--- src/rtl/sample_extend_sequencer_if.sv ---
// Sample-request and data-memory write bus of the sign-extension sequencer.
// The slave modport is the sequencer; the master modport is whatever feeds samples and consumes writes.
interface sample_extend_sequencer_if #(
    parameter int ADDR_W = 8
);
    logic              in_valid_l;
    logic [15:0]       in_data_l;
    logic              in_ready_l;
    logic              in_valid_r;
    logic [15:0]       in_data_r;
    logic              in_ready_r;
    logic              clear;
    logic              wr_en;
    logic              wr_chan;
    logic [ADDR_W-1:0] wr_addr;
    logic [23:0]       wr_data;
    logic              sleep;

    modport slave (
        input  in_valid_l, in_data_l, in_valid_r, in_data_r, clear,
        output in_ready_l, in_ready_r, wr_en, wr_chan, wr_addr, wr_data, sleep
    );

    modport master (
        output in_valid_l, in_data_l, in_valid_r, in_data_r, clear,
        input  in_ready_l, in_ready_r, wr_en, wr_chan, wr_addr, wr_data, sleep
    );
endinterface

--- src/rtl/sample_extend_sequencer.sv ---
// Round-robin L/R sample arbiter feeding one 16->24 sign-extension path into per-channel ring buffers.
// Optional zero-run sleep detection is built only when SEQ_ZERO_SLEEP_EN is defined.
module sample_extend_sequencer #(
    parameter int ADDR_W   = 8,
    parameter int ZERO_RUN = 800,
    parameter int CNT_W    = 10
) (
    input  logic Sclk,
    input  logic Reset,
    sample_extend_sequencer_if.slave bus
);
    if ((2 ** CNT_W) <= ZERO_RUN) begin : g_bad_cnt_w
        $error("CNT_W too narrow for ZERO_RUN");
    end

    logic [1:0]        valid_w;
    logic [1:0][15:0]  data_w;
    logic [1:0]        grant;
    logic [1:0]        accept;
    logic              flush;
    logic              acc_any;
    logic              acc_chan;
    logic [15:0]       sel_data;
    logic [23:0]       ext_data;

    logic [1:0][ADDR_W-1:0] ptr_q;
    logic                   last_grant_q;   // 1 = right was granted last
    logic                   wr_en_q;
    logic                   wr_chan_q;
    logic [ADDR_W-1:0]      wr_addr_q;
    logic [23:0]            wr_data_q;

    assign valid_w = {bus.in_valid_r, bus.in_valid_l};
    assign data_w  = {bus.in_data_r, bus.in_data_l};
    assign flush   = Reset | bus.clear;

    always_comb begin
        grant = valid_w;
        if (valid_w == 2'b11) begin
            grant = last_grant_q ? 2'b01 : 2'b10;
        end
    end

    assign accept   = grant & {2{~flush}};
    assign acc_any  = |accept;
    assign acc_chan = accept[1];
    assign sel_data = acc_chan ? data_w[1] : data_w[0];
    assign ext_data = {{8{sel_data[15]}}, sel_data};

    assign bus.in_ready_l = accept[0];
    assign bus.in_ready_r = accept[1];

    for (genvar gi = 0; gi < 2; gi++) begin : g_ptr
        always_ff @(posedge Sclk) begin
            if (flush) begin
                ptr_q[gi] <= '0;
            end else if (accept[gi]) begin
                ptr_q[gi] <= ptr_q[gi] + 1'b1;
            end
        end
    end

    always_ff @(posedge Sclk) begin
        if (flush) begin
            last_grant_q <= 1'b1;
            wr_en_q      <= 1'b0;
            wr_chan_q    <= 1'b0;
            wr_addr_q    <= '0;
            wr_data_q    <= '0;
        end else begin
            wr_en_q <= acc_any;
            if (acc_any) begin
                last_grant_q <= acc_chan;
                wr_chan_q    <= acc_chan;
                wr_addr_q    <= ptr_q[acc_chan];
                wr_data_q    <= ext_data;
            end
        end
    end

    assign bus.wr_en   = wr_en_q;
    assign bus.wr_chan = wr_chan_q;
    assign bus.wr_addr = wr_addr_q;
    assign bus.wr_data = wr_data_q;

`ifdef SEQ_ZERO_SLEEP_EN
    localparam logic [CNT_W-1:0] ZR_C = CNT_W'(ZERO_RUN);

    typedef enum logic {ST_RUN, ST_SLEEP} state_t;

    state_t                state_q, state_d;
    logic [1:0][CNT_W-1:0] cnt_q, cnt_d;

    for (genvar gi = 0; gi < 2; gi++) begin : g_zcnt
        always_comb begin
            cnt_d[gi] = cnt_q[gi];
            if (accept[gi]) begin
                if (data_w[gi] != 16'h0000) begin
                    cnt_d[gi] = '0;
                end else if (cnt_q[gi] != ZR_C) begin
                    cnt_d[gi] = cnt_q[gi] + 1'b1;
                end
            end
        end

        always_ff @(posedge Sclk) begin
            if (flush) begin
                cnt_q[gi] <= '0;
            end else begin
                cnt_q[gi] <= cnt_d[gi];
            end
        end
    end

    // Sleep decision uses post-update counts so the completing sample's write carries sleep=1.
    always_comb begin
        state_d = state_q;
        case (state_q)
            ST_RUN: begin
                if ((cnt_d[0] == ZR_C) && (cnt_d[1] == ZR_C)) begin
                    state_d = ST_SLEEP;
                end
            end
            ST_SLEEP: begin
                if (acc_any && (sel_data != 16'h0000)) begin
                    state_d = ST_RUN;
                end
            end
            default: state_d = ST_RUN;
        endcase
    end

    always_ff @(posedge Sclk) begin
        if (flush) begin
            state_q <= ST_RUN;
        end else begin
            state_q <= state_d;
        end
    end

    assign bus.sleep = (state_q == ST_SLEEP);
`else
    assign bus.sleep = 1'b0;
`endif
endmodule

--- src/flat_wrapper.sv ---
// flat-port wrapper written by rule: the top's interface ports become plain ports
module sample_extend_sequencer_flat 
#(
    parameter int ADDR_W   = 8,
    parameter int ZERO_RUN = 800,
    parameter int CNT_W    = 10
)
  (Sclk, Reset, bus_in_valid_l, bus_in_data_l, bus_in_valid_r, bus_in_data_r, bus_clear, bus_in_ready_l, bus_in_ready_r, bus_wr_en, bus_wr_chan, bus_wr_addr, bus_wr_data, bus_sleep);
  sample_extend_sequencer_if #(.ADDR_W(ADDR_W)) bus_i ();
  input  logic Sclk;
  input  logic Reset;
  input wire logic [$bits(bus_i.in_valid_l)-1:0] bus_in_valid_l;
  input wire logic [$bits(bus_i.in_data_l)-1:0] bus_in_data_l;
  input wire logic [$bits(bus_i.in_valid_r)-1:0] bus_in_valid_r;
  input wire logic [$bits(bus_i.in_data_r)-1:0] bus_in_data_r;
  input wire logic [$bits(bus_i.clear)-1:0] bus_clear;
  output wire logic [$bits(bus_i.in_ready_l)-1:0] bus_in_ready_l;
  output wire logic [$bits(bus_i.in_ready_r)-1:0] bus_in_ready_r;
  output wire logic [$bits(bus_i.wr_en)-1:0] bus_wr_en;
  output wire logic [$bits(bus_i.wr_chan)-1:0] bus_wr_chan;
  output wire logic [$bits(bus_i.wr_addr)-1:0] bus_wr_addr;
  output wire logic [$bits(bus_i.wr_data)-1:0] bus_wr_data;
  output wire logic [$bits(bus_i.sleep)-1:0] bus_sleep;
  assign bus_i.in_valid_l = bus_in_valid_l;
  assign bus_i.in_data_l = bus_in_data_l;
  assign bus_i.in_valid_r = bus_in_valid_r;
  assign bus_i.in_data_r = bus_in_data_r;
  assign bus_i.clear = bus_clear;
  assign bus_in_ready_l = bus_i.in_ready_l;
  assign bus_in_ready_r = bus_i.in_ready_r;
  assign bus_wr_en = bus_i.wr_en;
  assign bus_wr_chan = bus_i.wr_chan;
  assign bus_wr_addr = bus_i.wr_addr;
  assign bus_wr_data = bus_i.wr_data;
  assign bus_sleep = bus_i.sleep;
  sample_extend_sequencer #(.ADDR_W(ADDR_W), .ZERO_RUN(ZERO_RUN), .CNT_W(CNT_W)) u_core (.Sclk(Sclk), .Reset(Reset), .bus(bus_i));
endmodule
--- config.mk ---
export PLATFORM = sky130hd
export DESIGN_NAME = sample_extend_sequencer_flat
export DESIGN_NICKNAME = d
export VERILOG_FILES = /design/src/rtl/sample_extend_sequencer_if.sv /design/src/rtl/sample_extend_sequencer.sv /design/src/flat_wrapper.sv
export SDC_FILE = /design/constraint.sdc
export NUM_CORES = 1
export LEC_CHECK = 0
export CAP_MARGIN = 20
export CORE_MARGIN = 1
export CORE_UTILIZATION = 23
export DETAILED_ROUTE_END_ITERATION = 16
export GPL_TIMING_DRIVEN = 0
export SYNTH_ARGS = -nofsm -noshare
export SYNTH_HDL_FRONTEND = slang
export SYNTH_SLANG_ARGS = --single-unit
--- constraint.sdc ---
create_clock -name Sclk -period 1.7 [get_ports Sclk]
set_input_delay 0.34 -clock Sclk [delete_from_list [all_inputs] [get_ports Sclk]]
set_output_delay 0.34 -clock Sclk [all_outputs]
set_load 0.02 [all_outputs]
# Word-level counts from Yosys, hierarchy flattened
# Cells that the tools add are included.
# totals
inputBits,37
reg_bits,43
output_inout_bits,37
# classes
n_eq_ne,1
n_lt_le_gt_ge,1
n_mux,5
bitwise_logic,3
reduce_logical,1
add_sub_neg,2
# op_table
cell,n
"adder 8 x 1 -> 8 bit, second input constant",2
2-to-1 mux 16 bit,1
2-to-1 mux 8 bit,2
2-to-1 mux 2 bit,2
AND 2 bit,1
"equality test 2 bit, second input constant",1
"< comparator 1 x 2 -> 1 bit, second input constant",1
OR reduction 2 bit,1
NOT 1 bit,1
bitwise OR 1 bit,1

# Logic depth before layout (Yosys ltp)
# depth
ltp_word,5
depth_mapped,6
ltp_nobuf,4

# Least setup slack after synthesis
# OpenSTA, ideal clock, no wires.
# synth_timing
path_kind,input to output
start,input port bus_clear
end,output port bus_in_ready_l
arrival_ns,1.144
t_required_ns,1.360
cell_stages,4
n_path_buf,2
slack_ns,0.216
path_cell_list,or2_1 > buf_6 > nor3_4 > buf_4
# synth_between
elab_chain_cells,3
# synth_rtl
element,line_no,rtl
start: declaration,flat_wrapper.sv:16,input wire logic [$bits(bus_i.clear)-1:0] bus_clear;
bitwise OR 1 bit,sample_extend_sequencer.sv:35,assign flush = Reset | bus.clear;
NOT 1 bit,sample_extend_sequencer.sv:44,assign accept = grant & {2{~flush}};
AND 2 bit,sample_extend_sequencer.sv:44,
end: declaration,flat_wrapper.sv:17,output wire logic [$bits(bus_i.in_ready_l)-1:0] bus_in_ready_l;
# Every way passes these cells.

# Final worst setup path
# layout_timing
start,input port bus_in_valid_l
end,output port bus_in_ready_l
# layout_between
elab_chain_cells,3
# layout_rtl
element,line_no,rtl
start: declaration,flat_wrapper.sv:12,input wire logic [$bits(bus_i.in_valid_l)-1:0] bus_in_valid_l;
equality test 2 bit,sample_extend_sequencer.sv:39,if (valid_w == 2'b11) begin
2-to-1 mux 2 bit (*),sample_extend_sequencer.sv:39,
AND 2 bit (*),sample_extend_sequencer.sv:44,
# Mark *: on every way between the ends. The rest lies on a longest branch, timed or not.

==> results.sh <==
export IMPL_clk_latency_ps=290
export IMPL_grt_pass1_vias=1561
export IMPL_sw_frac_of_total=0.247
export IMPL_drtIter0Drc=49
export IMPL_met1_length_um=2260
export IMPL_fill_cells=840
export IMPL_synth_edf_count=0
export IMPL_cts_made_buffers=5
export IMPL_crit_type="input pin to output port"
export IMPL_route_met3_wl_um=484
export IMPL_end_kind="output port"
export IMPL_syn_avg_cell_area_um2=8.81
export IMPL_cts_max_path_buffers=2
export IMPL_hold_class="input pin to flop"
export IMPL_slew_violations=0
export IMPL_worstRegToRegCells=7
export IMPL_wl_per_cell_um=11.9
export IMPL_setup_slack_ps=23.1
export IMPL_antenna_cells=0
export IMPL_power_mw=2.05
export IMPL_cts_tree="done"
export IMPL_setup_viol=0
export IMPL_async_reset_ff_frac=0
export IMPL_yosys_register_bits=43
export IMPL_globalplace_congestion=0.774
export IMPL_io_buffers=71
export IMPL_pin_count=74
export IMPL_clkSinkCount=43
export IMPL_drive_gt1_frac=0.158
export IMPL_layout_min_cycle_time_ps=1680
export IMPL_hold_violations=0
export IMPL_cts_clk_slew_worst_paths_ps=80
export IMPL_path_buf_inv=5
export IMPL_r2r_start="u_core.last_grant_q$_SDFFE_PP1P_"
export IMPL_wl_um=4750
export IMPL_grt_overflow=0
export IMPL_maxCapViolCount=0
export IMPL_synthFlopType="dfxtp_1"
export IMPL_grt_setup_unrepaired="true"
export IMPL_synth_area_mm2=0.00185
export IMPL_cp_arrival_ps=1340
export IMPL_grt_max_degree=14
export IMPL_ys_types=36
export IMPL_clockPowerShare=0.332
export IMPL_max_freq_ghz=0.596
export IMPL_combPwrFrac=0.155
export IMPL_antenna_found_initial=0
export IMPL_crit_slowest_cell="dlygate4sd2_1"
export IMPL_r2r_end="u_core.bus.wr_data[13]$_SDFFE_PP0P_"
export IMPL_cellInternalPower_mw=1.54
export IMPL_required_ps=1360
export IMPL_cp_common_cell="buf_6"
export IMPL_skew_ps=6.82
export IMPL_fin_crit_sh=0.986
export IMPL_syn_to_final_growth_pct=54.7
export IMPL_grt_pass1_wl_um=7590
export IMPL_die_area_mm2=0.00841
export IMPL_startpoint="bus_in_valid_l"
export IMPL_cellLeakagePower_nw=1.21
export IMPL_vdd_ir_drop_max_mv=0.344
export IMPL_fp_dieW_um=91.7
export IMPL_drc=0
export IMPL_dp_hpwl_um=3440
export IMPL_cts_max_level=2
export IMPL_cp_max_fo=10
export IMPL_yosys_warnings=0
export IMPL_vias=1718
export IMPL_power_density_mw_per_mm2=715
export IMPL_die_height_um=91.7
export IMPL_drtPass1Iterations=4
export IMPL_syn_inst=210
export IMPL_hp_start="bus_clear"
export IMPL_ctsHoldBuffers=0
export IMPL_antenna_left=0
export IMPL_crit_family="buffers and inverters"
export IMPL_num_rows=32
export IMPL_outcome="completed"
export IMPL_core_mm2=0.00777
export IMPL_grt_usage=0.112
export IMPL_highest_layer="met3"
export IMPL_critPathMaxStageDelay_ps=290
export IMPL_met2_length_um=2000
export IMPL_viasPerCell=4.30
export IMPL_synth_net_count=249
export IMPL_cts_root_buffer="clkbuf_8"
export IMPL_nets=336
export IMPL_ys_seq_area_frac=0.465
export IMPL_seqPwrFrac=0.513
export IMPL_pre_cts_slack_ps=-1030
export IMPL_hold_depth=3
export IMPL_crit_chain="dlygate4sd2_1 -> buf_6 -> inv_2 -> nor3_4 -> buf_6 -> buf_6"
export IMPL_netSwitchingPower_mw=0.506
export IMPL_reg2reg_slack_ps=290
export IMPL_startpoint_type="input pin"
export IMPL_holdPathEnd="u_core.last_grant_q$_SDFFE_PP1P_"
export IMPL_setup_tns_ps=0
export IMPL_start_util=0.238
## cell families after synthesis
family,after synthesis,share of synthesized area
AO/OA/AOI/OAI,32,0.124
flip-flops,43,0.465
AND/OR/NAND/NOR,98,0.256
multiplexers,1,0.00541
XOR/XNOR,12,0.0568
adder cells (fa/ha/maj),2,0.0135
other,1,0.00203
buffers and inverters,21,0.0771
## power by group through the flow
| stage | sequential [mW] | combinational, mW | clock [mW] |
|---|---|---|---|
| 5_1_grt | 1.05 | 0.339 | 0.746 |
| 6_report | 1.05 | 0.318 | 0.679 |
| 3_5_place_dp | 1.08 | 0.310 | 0 |
| 2_1_floorplan | 1.10 | 0.116 | 0 |
| 3_3_place_gp | 1.07 | 0.309 | 0 |
| 4_1_cts | 1.05 | 0.318 | 0.707 |
## sequential cells by signal (all words and copies together), names as in the netlist
| signal | cells |
|---|---|
| u_core.last_grant_q | 1 |
| u_core.bus.wr_data | 16 |
| u_core.ptr_q | 16 |
| u_core.bus.wr_addr | 8 |
| u_core.bus.wr_chan | 1 |
| u_core.bus.wr_en | 1 |
## per-layer routing
metal	vias to the layer above	track usage
li1	883	-
met1	760	0.153
met2	75	0.177
met3	0	0.0340
met4	0	0.0195
met5	-	0
## layout make-up
type	count	area [um^2]	share of cell area
Multi-Input combinational cell	146	855	0.299
Clock buffer	7	86.3	0.0302
Clock inverter	1	8.76	0.00306
Sequential cell	43	868	0.303
Buffer	19	146	0.0511
Timing Repair Buffer	80	763	0.267
Inverter	2	7.51	0.00262
Tap cell	102	128	0.0446
## worst min-delay path, cell delays in order
cell and delay, ps:
clkbuf_2 80, nor2_1 110, nand2_1 80
## per-stage QoR
| stage | utilization | area, um^2 | hold WS (ps) | std cells |
|---|---|---|---|---|
| global route | 0.369 | 2860 | 398 | 400 |
| detailed placement | 0.346 | 2690 | 431 | 383 |
| floorplan | - | 1850 | 458 | 210 |
| global placement | 0.346 | 2690 | 424 | 383 |
| finish | 0.369 | 2860 | 358 | 400 |
| CTS | 0.365 | 2830 | 370 | 396 |
## Yosys cell counts, types with 3 or more instances
library cell | count | share of area
a22oi_1 | 18 | 0.073
nor2_1 | 22 | 0.045
a21oi_1 | 3 | 0.0081
nand4_1 | 4 | 0.014
nand3_1 | 5 | 0.014
dfxtp_1 | 43 | 0.47
xor2_1 | 9 | 0.043
a222oi_1 | 3 | 0.016
nand2_1 | 49 | 0.099
xnor2_1 | 3 | 0.014
buf_2 | 3 | 0.0081
o21ai_1 | 3 | 0.0081
buf_4 | 14 | 0.057
## placed cells by master (no fill, tap or decap), types with 2 or more instances in the layout
cell type        netlist  final
nand3_1                5      5
xnor2_1                3      3
buf_2                  3      3
xor2_1                 9      9
nor4_1                 2      2
a21oi_1                3      3
nor3_1                 2      2
nand4_1                4      4
o21ai_0                2      2
or4_1                  2      2
nor3_4                 2      2
a222oi_1               3      3
nand2_1               49     49
dfxtp_4                0      2
ha_1                   2      2
clkbuf_8               0      6
nor2_1                22     22
dfxtp_1               43     41
o21ai_1                3      3
buf_6                  1      5
clkdlybuf4s50_1        0     57
dlygate4sd2_1          0      9
buf_4                 14     21
a22oi_1               18     18
nor4_2                 2      2
and4_1                 2      2
## worst max-delay path by stage
stage                           endpoint  slack (ps)  cells past startpoint
after floorplan           bus_in_ready_l         220                      4
after global placement    bus_in_ready_l       -1020                      6
after detailed placement  bus_in_ready_l       -1030                      6
after CTS                 bus_in_ready_l          10                      6
after global routing      bus_in_ready_l         -20                      4
final                     bus_in_ready_l          20                      6
## repair_timing
action                                  in CTS  in global routing
endpoints found under the setup margin      11                  3
pin swaps                                    3                  2
resized for setup                           31                  4
buffers inserted                             5                  4
Power figures use the tool's default switching activity.
